**config.mk**
```make
export PLATFORM = sky130hd
export DESIGN_NAME = mac_requant_fifo
export DESIGN_NICKNAME = d
export VERILOG_FILES = /design/src/rtl/mac_requant_fifo.sv
export SDC_FILE = /design/constraint.sdc
export NUM_CORES = 1
export LEC_CHECK = 0
export BUFFER_PORTS_ARGS = -buffer_cell sky130_fd_sc_hd__buf_2
export CAP_MARGIN = 15
export CORE_AREA = 2 2 83 85
export CTS_CLUSTER_DIAMETER = 30
export DETAILED_ROUTE_END_ITERATION = 10
export DIE_AREA = 0 0 85 87
export PLACE_DENSITY = 0.63
export SYNTH_ARGS = -nofsm -noshare
export SYNTH_HDL_FRONTEND = slang
export SYNTH_SLANG_ARGS = --single-unit
```
**constraint.sdc**
```tcl
create_clock -name CLK -period 3.51 [get_ports CLK]
set_clock_uncertainty 0.05 [all_clocks]
set_input_delay 0.351 -clock CLK [delete_from_list [all_inputs] [get_ports CLK]]
set_output_delay 0.351 -clock CLK [all_outputs]
set_load 0.01 [all_outputs]
```
**src/rtl/mac_requant_fifo.sv**
```systemverilog
// mac_requant_fifo: captures MAC results on the rising edge of IN_VALID,
// requantizes 16-bit sign-magnitude (12 frac bits) to 8-bit sign-magnitude
// (6 frac bits) with round-half-away-from-zero and saturation, and buffers
// the results in a small FIFO behind a valid/ready interface.
// Optional build macro: MAC_REQUANT_RELU_EN (negative results become 0x00,
// SAT_CNT then counts positive saturations only).
module mac_requant_fifo #(
    parameter int IN_BITWIDTH  = 16,
    parameter int OUT_BITWIDTH = 8,
    parameter int SHIFT        = 6,
    parameter int FIFO_DEPTH   = 4,
    parameter int CNT_BITWIDTH = 8
) (
    input  logic                    CLK,
    input  logic                    RST,
    input  logic                    IN_VALID,
    input  logic [IN_BITWIDTH-1:0]  IN_DATA,
    output logic                    OUT_VALID,
    input  logic                    OUT_READY,
    output logic [OUT_BITWIDTH-1:0] OUT_DATA,
    output logic                    FULL,
    output logic                    OVERFLOW,
    output logic [CNT_BITWIDTH-1:0] SAT_CNT
);

    localparam int PTR_W     = $clog2(FIFO_DEPTH);
    localparam int MAG_IN_W  = IN_BITWIDTH - 1;
    localparam int MAG_OUT_W = OUT_BITWIDTH - 1;
    localparam logic [IN_BITWIDTH-1:0] ROUND_ADD = {{(IN_BITWIDTH-1){1'b0}}, 1'b1} << (SHIFT - 1);
    localparam logic [IN_BITWIDTH-1:0] MAG_MAX   = {{(IN_BITWIDTH-MAG_OUT_W){1'b0}}, {MAG_OUT_W{1'b1}}};
    localparam logic [PTR_W:0]         DEPTH_CNT = (PTR_W + 1)'(FIFO_DEPTH);

    logic                    in_valid_q;
    logic                    s1_valid_q;
    logic [IN_BITWIDTH-1:0]  s1_data_q;
    logic [OUT_BITWIDTH-1:0] mem_q [FIFO_DEPTH];
    logic [PTR_W-1:0]        wr_ptr_q, rd_ptr_q;
    logic [PTR_W:0]          count_q;
    logic                    overflow_q;
    logic [CNT_BITWIDTH-1:0] sat_cnt_q;

    logic                    edge_d;
    logic [IN_BITWIDTH-1:0]  sum_d, quot_d;
    logic                    sat_d;
    logic [MAG_OUT_W-1:0]    mag_d;
    logic [OUT_BITWIDTH-1:0] rq_data_d;
    logic                    rq_sat_d;
    logic                    full_d, pop_d, wr_en_d, drop_d;

    assign edge_d = IN_VALID && !in_valid_q;

    // Requantize the stage-1 result: round magnitude half-up, saturate, fix sign.
    always_comb begin
        sum_d     = {1'b0, s1_data_q[MAG_IN_W-1:0]} + ROUND_ADD;
        quot_d    = sum_d >> SHIFT;
        sat_d     = quot_d > MAG_MAX;
        mag_d     = sat_d ? MAG_MAX[MAG_OUT_W-1:0] : quot_d[MAG_OUT_W-1:0];
`ifdef MAC_REQUANT_RELU_EN
        rq_data_d = s1_data_q[IN_BITWIDTH-1] ? '0 : {1'b0, mag_d};
        rq_sat_d  = sat_d && !s1_data_q[IN_BITWIDTH-1];
`else
        // A zero magnitude is always emitted as +0.
        rq_data_d = {s1_data_q[IN_BITWIDTH-1] && (mag_d != '0), mag_d};
        rq_sat_d  = sat_d;
`endif
    end

    // FIFO handshake decode; a push into a full FIFO survives only if a pop frees a slot.
    always_comb begin
        full_d  = (count_q == DEPTH_CNT);
        pop_d   = (count_q != '0) && OUT_READY;
        wr_en_d = s1_valid_q && (!full_d || pop_d);
        drop_d  = s1_valid_q && full_d && !pop_d;
    end

    // Edge detect on IN_VALID and stage-1 capture of the raw MAC result.
    always_ff @(posedge CLK or posedge RST) begin
        if (RST) begin
            in_valid_q <= 1'b0;
            s1_valid_q <= 1'b0;
            s1_data_q  <= '0;
        end else begin
            in_valid_q <= IN_VALID;
            s1_valid_q <= edge_d;
            if (edge_d) s1_data_q <= IN_DATA;
        end
    end

    // Circular buffer storage, wrapping pointers and occupancy count.
    always_ff @(posedge CLK or posedge RST) begin
        if (RST) begin
            for (int i = 0; i < FIFO_DEPTH; i++) mem_q[i] <= '0;
            wr_ptr_q <= '0;
            rd_ptr_q <= '0;
            count_q  <= '0;
        end else begin
            if (wr_en_d) begin
                mem_q[wr_ptr_q] <= rq_data_d;
                wr_ptr_q        <= wr_ptr_q + 1'b1;
            end
            if (pop_d) rd_ptr_q <= rd_ptr_q + 1'b1;
            case ({wr_en_d, pop_d})
                2'b10:   count_q <= count_q + 1'b1;
                2'b01:   count_q <= count_q - 1'b1;
                default: count_q <= count_q;
            endcase
        end
    end

    // Sticky overflow flag and saturating count of clipped results.
    always_ff @(posedge CLK or posedge RST) begin
        if (RST) begin
            overflow_q <= 1'b0;
            sat_cnt_q  <= '0;
        end else begin
            if (drop_d) overflow_q <= 1'b1;
            if (s1_valid_q && rq_sat_d && (sat_cnt_q != '1)) sat_cnt_q <= sat_cnt_q + 1'b1;
        end
    end

    assign OUT_VALID = (count_q != '0);
    assign OUT_DATA  = OUT_VALID ? mem_q[rd_ptr_q] : '0;
    assign FULL      = full_d;
    assign OVERFLOW  = overflow_q;
    assign SAT_CNT   = sat_cnt_q;

endmodule

```
Word-level counts from Yosys, hierarchy flattened --
Cells that the tools add are included. Widths: inputs -> output; s select.
Storage, ports and cells: input bits 20, word-level logic and storage cells 53, register bits after elaboration 66
Operators by class: magnitude comparators 4, $add $sub $neg 6, equal/unequal tests 4, reduce and logical (&&, ||, !) cells 16, mux-type cells 9, bitwise logic cells 2
Operators by type and width (number):
- $bwmux 32 | 1
- $mux 8 | 4
- $add 15x6->16 const B | 1
- $bmux 8 s2 | 1
- $demux 8 s2 | 1
- $gt 10x7->1 const B | 1
- $logic_and 1x1->1 | 9
- $add 8x1->8 const B | 1
- $ne 8x8->1 const B | 1
- $mux 7 | 1
- $reduce_bool 7->1 | 1
- $ge 3x3->1 const B | 2
- $not 2->3 | 2
- $pmux 3 s2 | 1
- $add 2x1->2 const B | 2
- $add 3x1->3 const B | 1
- $eq 3x3->1 const B | 1
- $logic_not 1->1 | 3
- $lt 3x1->1 const B | 1
- $reduce_bool 3->1 | 1
- $sub 3x1->3 const B | 1
- $eq 2x1->1 const B | 1
- $eq 2x2->1 const B | 1
- $reduce_bool 2->1 | 1
- $logic_or 1x1->1 | 1

Logic depth before layout (Yosys ltp) --
Gate-level depths: netlist (run 1).
depth after elaboration 6, mapped depth 10, depth with buffers taken out 9

Worst setup path after synthesis (run 1) --
No wires, ideal clock.
kind reg2reg, start point reg count_q[0], end point reg count_q[2], path buffers 1, library setup time 79 ps, path slack 1394 ps, cell stages (with the launch flop) 11, required time 3381 ps, data arrival time 1987 ps, cell sequence dfrtp_1 > nor4b_1 > nor2b_1 > buf_2 > inv_1 > ha_1 > inv_1 > fa_1 > xor2_1 > nor2_1 > xor2_1
Between the ends: cells in the longest elaborated chain, start to end 6, elaborated cells on any way between the ends 12, those cells by class add/sub (2); eq/ne (3); mux (1); reduce/logical (6)
RTL lines:
- start, declared | RTL line 38 | logic [PTR_W:0] count_q;
- start signal, assigned | RTL line 103 | 2'b10: count_q <= count_q + 1'b1;
- start signal, assigned | RTL line 104 | 2'b01: count_q <= count_q - 1'b1;
- start signal, assigned | RTL line 105 | default: count_q <= count_q;
- $eq 3x3->1 or $reduce_bool 3->1 (tied branches) | RTL line 70, 71
- $logic_not 1->1 or $logic_and 1x1->1 (tied branches) | RTL line 72, 71
- $logic_or 1x1->1 | RTL line 72 | wr_en_d = s1_valid_q && (!full_d || pop_d);
- $logic_and 1x1->1 | RTL line 72
- $eq 2x1->1 or $eq 2x2->1 (tied branches) | RTL line 102 | case ({wr_en_d, pop_d})
- $pmux 3 s2 or $reduce_bool 2->1 (tied branches)
Parallel ways exist; a longest one is shown, timed or not. A chain may end at the register's enable or synchronous reset.

Worst setup path in the final report (run 1) --
start point reg rd_ptr_q[0], end point out OUT_DATA[6]
Between the ends: cells in the longest elaborated chain, start to end 5
RTL lines:
- start, declared | RTL line 37 | logic [PTR_W-1:0] wr_ptr_q, rd_ptr_q;
- start signal, assigned | RTL line 101 | if (pop_d) rd_ptr_q <= rd_ptr_q + 1'b1;
- $not 2->3 (not written as such) | RTL line 122 | assign OUT_DATA = OUT_VALID ? mem_q[rd_ptr_q] : '0;
- $bmux 8 s2 | RTL line 122
- $mux 8 (not written as such) (2 in series) | RTL line 122
- $mux 8 | RTL line 122
- end, declared | RTL line 20 | output logic [OUT_BITWIDTH-1:0] OUT_DATA,
Every way passes these cells. The select of a mux whose other input is x is not followed.

==> out/qor.yml, run 1 <==
run_status:
  status: "complete, no violations"
cts:
  clock_latency_ps: 330
  cts_setup_buffers: 0
  cts_buffer_depth: 2
  cts_resized: 0
  cts_num_sinks: 61
  hold_buffers: 0
  path_clk_slew_ps: 70
  cts_made_buffers: 9
  htreeDepth: 3
  root_buffer: "clkbuf_8"
  cts_tree: "yes"
timing:
  worst_pin_slew_ps: 956.8
  period_minus_slack_ps: 2330
  rsz0062_at_grt: "false"
  setup_viol: 0
  setup_tns_ps: 0
  fin_crit_sh_pct: 66.37
  slew_headroom_pct: 36.08
  finalHoldViolCount: 0
  drv_slew: 0
  fmax_ghz: 0.4293
worst_setup_path:
  cp_data_required_time_ps: 3110
  start_kind: "flip-flop"
  regToRegSetupSlack_ps: 1200
  reg2reg_depth: 9
  crit_path_cell_trace: "mux4_2, and2_1, buf_2"
  cpPeakStageDelay_ps: 720
  cp_top_family: "flip-flops"
  crit_type: "reg -> out"
  worst_path_max_delay_cell: "dfrtp_1"
  path_buf_inv: 1
  worstSetupEndpointType: "primary output"
  cp_max_fo: 10
  cp.depth: 3
  crit_arrival_ps: 1930
layout:
  syn2layout_area_growth_pct: 14.07
  multiInputGateArea_um2: 1383
  final_cells: 376
  final_util_pct: 52.06
  drive_gt1_share_pct: 29.05
  n_antenna_cell: 0
  fillers: 579
  seq_area_um2: 1526
  design_area_um2: 3420
  nNetsFinal: 319
synthesis:
  yosysSeqAreaShare_pct: 50.92
  syn_area_um2: 2998
  synthArstFlopShare_pct: 100.0
  synth_ff_type: "dfrtp_1"
  synth_nets: 286
  synth_cell_types: 41
  synth_edf_count: 0
  syn-instance-count: 258
  yosys_warnings: 0
  ys_seq_elements: 61
  avgSynthCellArea_um2: 11.62
global_route:
  grt_util_met2_pct: 25.07
  overflow: 0
  grt_usage_pct: 16.03
  busiest_layer: "met2"
  grt_first_pass_wirelength_um: 9059
  antenna_found_initial: 0
  gr-usage-met1_pct: 21.31
  grt_max_degree: 41
  grt_pass1_vias: 1858
  met3_usage_pct: 4.360
power:
  intPower_mw: 1.862
  clock_power_share_pct: 23.5
  seqPwrFrac_pct: 43.2
  vdd_drop_max_mv: 0.3830
  swShare_pct: 33.26
  pwr-share-comb_pct: 33.3
  total_power_mw: 2.790
  leakage_nw: 1.506
  p_per_area_nw_per_um2: 815.9
  net-switching-power_mw: 0.9280
floorplan:
  fp.dieH_um: 87
  rows: 30
  die_area_um2: 7395
  ios: 39
  die_w_um: 85
  initial_utilization_pct: 45.64
  coreArea_um2: 6569
run:
  cap_violations: 0
route:
  vias_per_cell: 5.223
  dr.pass1.iters: 4
  route.detailed.drc: 0
  vias: 1964
  ant_nets: 0
  first_iter_violations: 48
  routedWlPerCell_um: 14.55
  totalWireLength_um: 5472
hold_path:
  hold_class: "in -> reg"
  hold_path_depth: 1
placed_design:
  io_buffers: 33
  dpl_cell_area_um2: 3208
  gp_congestion: 0.7414
  placed_cells: 360
  dpl.hpwl_um: 3866
==> stage by stage <==
stage | worst slack (ps) | hold WS (ps)
after floorplan | 1394 | 332.4
after global placement | 1225 | 398.1
after detailed placement | 1179 | 408.5
after CTS | 1131 | 63.03
after global routing | 1020 | 66.95
final | 1180 | 81.83
==> cells by family after synthesis <==
| logic type | Yosys count | synth area share, % |
|---|---|---|
| buf+inv | 19 | 2.963 |
| simple gates | 85 | 14.48 |
| fa+ha+maj | 8 | 3.589 |
| flops | 61 | 50.92 |
| compound gates | 37 | 8.431 |
| xor+xnor | 16 | 4.674 |
| mux | 32 | 14.94 |
==> cell usage after synthesis, drive strengths merged, types with 2 or more instances <==
| master | instances | share of area [%] |
|---|---|---|
| xnor2 | 10 | 2.9 |
| mux2 | 22 | 8.3 |
| dfrtp | 61 | 51 |
| nand2 | 33 | 4.1 |
| ha | 7 | 2.9 |
| nand3 | 6 | 1.2 |
| mux4 | 8 | 6.0 |
| nor2 | 8 | 1.0 |
| and2 | 14 | 2.9 |
| and3 | 5 | 1.0 |
| nand2b | 2 | 0.42 |
| a31oi | 4 | 0.83 |
| a21oi | 2 | 0.46 |
| or3 | 2 | 0.42 |
| nor2b | 2 | 0.42 |
| mux2i | 2 | 0.67 |
| clkbuf | 4 | 0.54 |
| nand4 | 8 | 1.7 |
| buf | 8 | 1.5 |
| inv | 7 | 0.88 |
| xor2 | 6 | 1.8 |
| o21ai | 24 | 4.0 |
==> routing by layer <==
metal	routed length (µm)	part of all wire (%)
met1	2634	48
met4	86	1.6
met5	0	0
met3	197	3.6
met2	2553	47
==> sequential cells by signal, indices dropped and copies added (netlist names) <==
register    cells
OVERFLOW        1
SAT_CNT         8
count_q         3
in_valid_q      1
mem_q          32
rd_ptr_q        2
s1_data_q      11
s1_valid_q      1
wr_ptr_q        2
==> power groups by stage <==
stage	clock (mW)	combinational (mW)	sequential (mW)
2_1_floorplan	0	0.759	1.13
3_3_place_gp	0	0.921	1.21
6_report	0.655	0.930	1.21
5_1_grt	0.703	1.05	1.25
4_1_cts	0.670	0.950	1.21
3_5_place_dp	0	0.947	1.22
==> cell usage in the layout (no fill, tap or decap), drive strengths merged, types with 8 or more instances in the layout <==
master  synthesis  routed
nand2          33      33
xnor2          10      10
dfrtp          61      61
mux4            8       8
o21ai          24      24
mux2           22      22
clkbuf          4      13
buf             8      34
nand4           8       8
nor2            8       8
and2           14      14
==> worst register-to-register path, stage by stage (launching register included) <==
cell	delay, ps
dfrtp_1	410
nor4b_1	410
nor2b_1	250
inv_1	100
ha_1	170
inv_1	60
fa_1	370
xor2_1	150
nor2_1	120
xor2_1	150
==> area by class of cell <==
cell class | count | area share (%)
Sequential cell | 61 | 44.64
Tap cell | 80 | 2.927
Inverter | 7 | 0.7684
Multi-Input combinational cell | 178 | 40.43
Clock inverter | 3 | 1.244
Timing Repair Buffer | 34 | 5.049
Clock buffer | 13 | 4.940
==> worst paths after layout <==
kind	to	startpoint
setup / recovery	OUT_DATA[6]	rd_ptr_q[0]
hold / removal	in_valid_q	IN_VALID
setup reg to reg	count_q[2]	count_q[0]
hold reg to reg	OVERFLOW	OVERFLOW
max in group asynchronous	mem_q[6]	RST
min in group asynchronous	SAT_CNT[1]	RST
Power figures use the tool's default switching activity.
==> run 2: changes to the inputs <==
--- a/config.mk
+++ b/config.mk
@@ -11,7 +11,7 @@
 export CTS_CLUSTER_DIAMETER = 30
 export DETAILED_ROUTE_END_ITERATION = 10
 export DIE_AREA = 0 0 85 87
-export PLACE_DENSITY = 0.63
+export PLACE_DENSITY = 0.66
 export SYNTH_ARGS = -nofsm -noshare
 export SYNTH_HDL_FRONTEND = slang
 export SYNTH_SLANG_ARGS = --single-unit
==> constraint.sdc (replaced) <==
create_clock -name CLK -period 2 [get_ports CLK]
set_clock_uncertainty 0.05 [all_clocks]
set_input_delay 0.2 -clock CLK [delete_from_list [all_inputs] [get_ports CLK]]
set_output_delay 0.2 -clock CLK [all_outputs]
set_load 0.01 [all_outputs]
==> out/qor.yml, run 2 (synthesis gave the netlist of run 1 again) <==
run_status:
  status: "complete, no violations"
layout:
  design_area_um2: 3679  # +7.6%
  drive_gt1_share_pct: 36.83  # +7.8 points
  layout_commonest_cell: "dfrtp_1"
  largest-register: "mem_q"
  syn2layout_area_growth_pct: 22.70
  nNetsFinal: 338  # +6.0%
  final_cells: 395  # +5.1%
  largest_reg_flops: 32  # unchanged
  n_antenna_cell: 0  # unchanged
  final_cell_mix: "dfrtp_1, nand2_1, buf_2"
  final_util_pct: 56.00  # +3.9 points
timing:
  fin_crit_sh_pct: 98.16
  slew_headroom_pct: 70.83  # +35 points
  fmax_ghz: 0.5094
  rsz0062_at_grt: "true"
  period_minus_slack_ps: 1963
  drv_slew: 0  # unchanged
  worst_pin_slew_ps: 437.6  # -519.2 ps
  finalHoldViolCount: 0  # unchanged
  setup_viol: 0  # unchanged
route:
  wl_met1_um: 2614  # -0.76%
  dr.pass1.iters: 5  # +1
  met2_length_um: 2750  # +7.7%
  topRoutingLayerUsed: "met4"
  totalWireLength_um: 5656  # +3.4%
  first_iter_violations: 143  # +200%
  routedWlPerCell_um: 14.32  # -1.6%
  ant_nets: 0  # unchanged
  route.detailed.drc: 0  # unchanged
  vias_per_cell: 5.152  # -1.4%
  wl_met3_um: 154  # -22%
  vias: 2035  # +3.6%
floorplan:
  rows: 30  # unchanged
  initial_utilization_pct: 45.64  # unchanged
  coreArea_um2: 6569  # unchanged
  die_w_um: 85  # unchanged
  fp.dieH_um: 87  # unchanged
  ios: 39  # unchanged
  die_area_um2: 7395  # unchanged
placed_design:
  dpl.hpwl_um: 4049  # +4.7%
  gp_congestion: 0.7736  # +4.3%
  dpl_cell_area_um2: 3332  # +3.9%
  io_buffers: 33  # unchanged
  placed_cells: 373  # +3.6%
hold_path:
  hold_class: "in -> reg"
  holdPathEnd: "s1_data_q[10]"
  hold_path_depth: 2  # +1
  min_from: "IN_DATA[10]"
worst_setup_path:
  cp_max_fo: 3  # -7
  crit_arrival_ps: 2170  # +240 ps
  crit_type: "reg -> reg"
  r2r-end: "count_q[2]"
  regToRegSetupSlack_ps: 40  # -1160 ps
  worstReg2RegStart: "count_q[1]"
  cp_data_required_time_ps: 2210  # -900 ps
  reg2reg_depth: 9  # unchanged
  worstSetupEndpointType: "flip-flop"
  start_kind: "flip-flop"
run:
  cap_violations: 0  # unchanged
cts:
  cts_made_buffers: 9  # unchanged
  cts_tree: "yes"
  root_buffer: "clkbuf_8"
  path_clk_slew_ps: 70  # about the same
  cts_buffer_depth: 2  # unchanged
  htreeDepth: 3  # unchanged
  clock_latency_ps: 330  # about the same
  cts_num_sinks: 61  # unchanged
global_route:
  grt_first_pass_wirelength_um: 9515  # +5.0%
  antenna_found_initial: 0  # unchanged
  grt_pass1_vias: 1986  # +6.9%
  grt_usage_pct: 16.80  # +0.78 points
  overflow: 0  # unchanged
  grt_max_degree: 62  # +51%
power:
  p_per_area_nw_per_um2: 1438  # +76%
  leakage_nw: 1.636  # +8.6%
  vdd_drop_max_mv: 0.8988  # +130%
[run 2: changes by cell type in the layout (fill, tap and decap cells not counted), sizes merged]
cell	before	now
buf	34	50
clkbuf	13	16
dlygate4sd3	0	2
clkinv	1	0
clkinvlp	1	0
[run 2: how the worst max path moves through the flow]
stage                      start    endpoint  slack [ps]  depth (start not counted)
global placement      count_q[1]  count_q[2]          50                          9
global route          count_q[1]  count_q[2]         -90                          9
CTS                 s1_data_q[5]   mem_q[23]          -2                          6
detailed placement  s1_data_q[6]   mem_q[23]          20                          6
finish                count_q[1]  count_q[2]          40                          9
floorplan             count_q[2]  count_q[2]           4                          9
[run 2: where the power goes]
part	internal, mW	switching [mW]	total [mW]
Sequential	1.70	0.378	2.08
Combinational	1.27	0.878	2.14
Clock	0.613	0.450	1.06
Total	3.58	1.71	5.29
[run 2: final cells by class]
cell class,count,area (µm²)
clock buffers,15,156.4
clock inverters,1,30.03
fillers,567,2890
inverters,7,26.28
multi-input cells,178,1450
flip-flops and latches,61,1526
well taps,80,100.1
repair buffers,53,389.1
[run 2: layer usage]
layer | GRT usage (%) | up-vias
met4 | 8.081 | 0
li1 | - | 1010
met2 | 25.28 | 33
met5 | 0 | -
met3 | 4.076 | 12
met1 | 23.01 | 980
[run 2: through the flow]
stage | hold slack (ps) | power [mW] | worst slack, ps | setup TNS [ps]
2_1_floorplan | 181.4 | 3.340 | 3.674 | 0
3_3_place_gp | 238.6 | 3.834 | 52.12 | 0
3_5_place_dp | 241.8 | 3.914 | 17.12 | 0
4_1_cts | 28.43 | 5.000 | -2.427 | -2.427
5_1_grt | 33.46 | 5.671 | -85.92 | -159.5
6_report | 42.78 | 5.289 | 36.86 | 0
[run 2: what timing repair did]
action,CTS,global route
hold buffers,2,0
pin swaps,0,12
hold endpoints to repair,62,0
cloned,0,1
buffers inserted,0,3
resized for setup,1,24
setup endpoints to repair,2,23
[run 2: worst max-delay path: stages (launching register included)]
cell     delay, ps
dfrtp_1        420
nor4b_4        320
nor2b_2         70
inv_1           60
ha_2           190
inv_2           40
fa_2           330
xor2_1         140
nor2_1         110
xor2_1         150
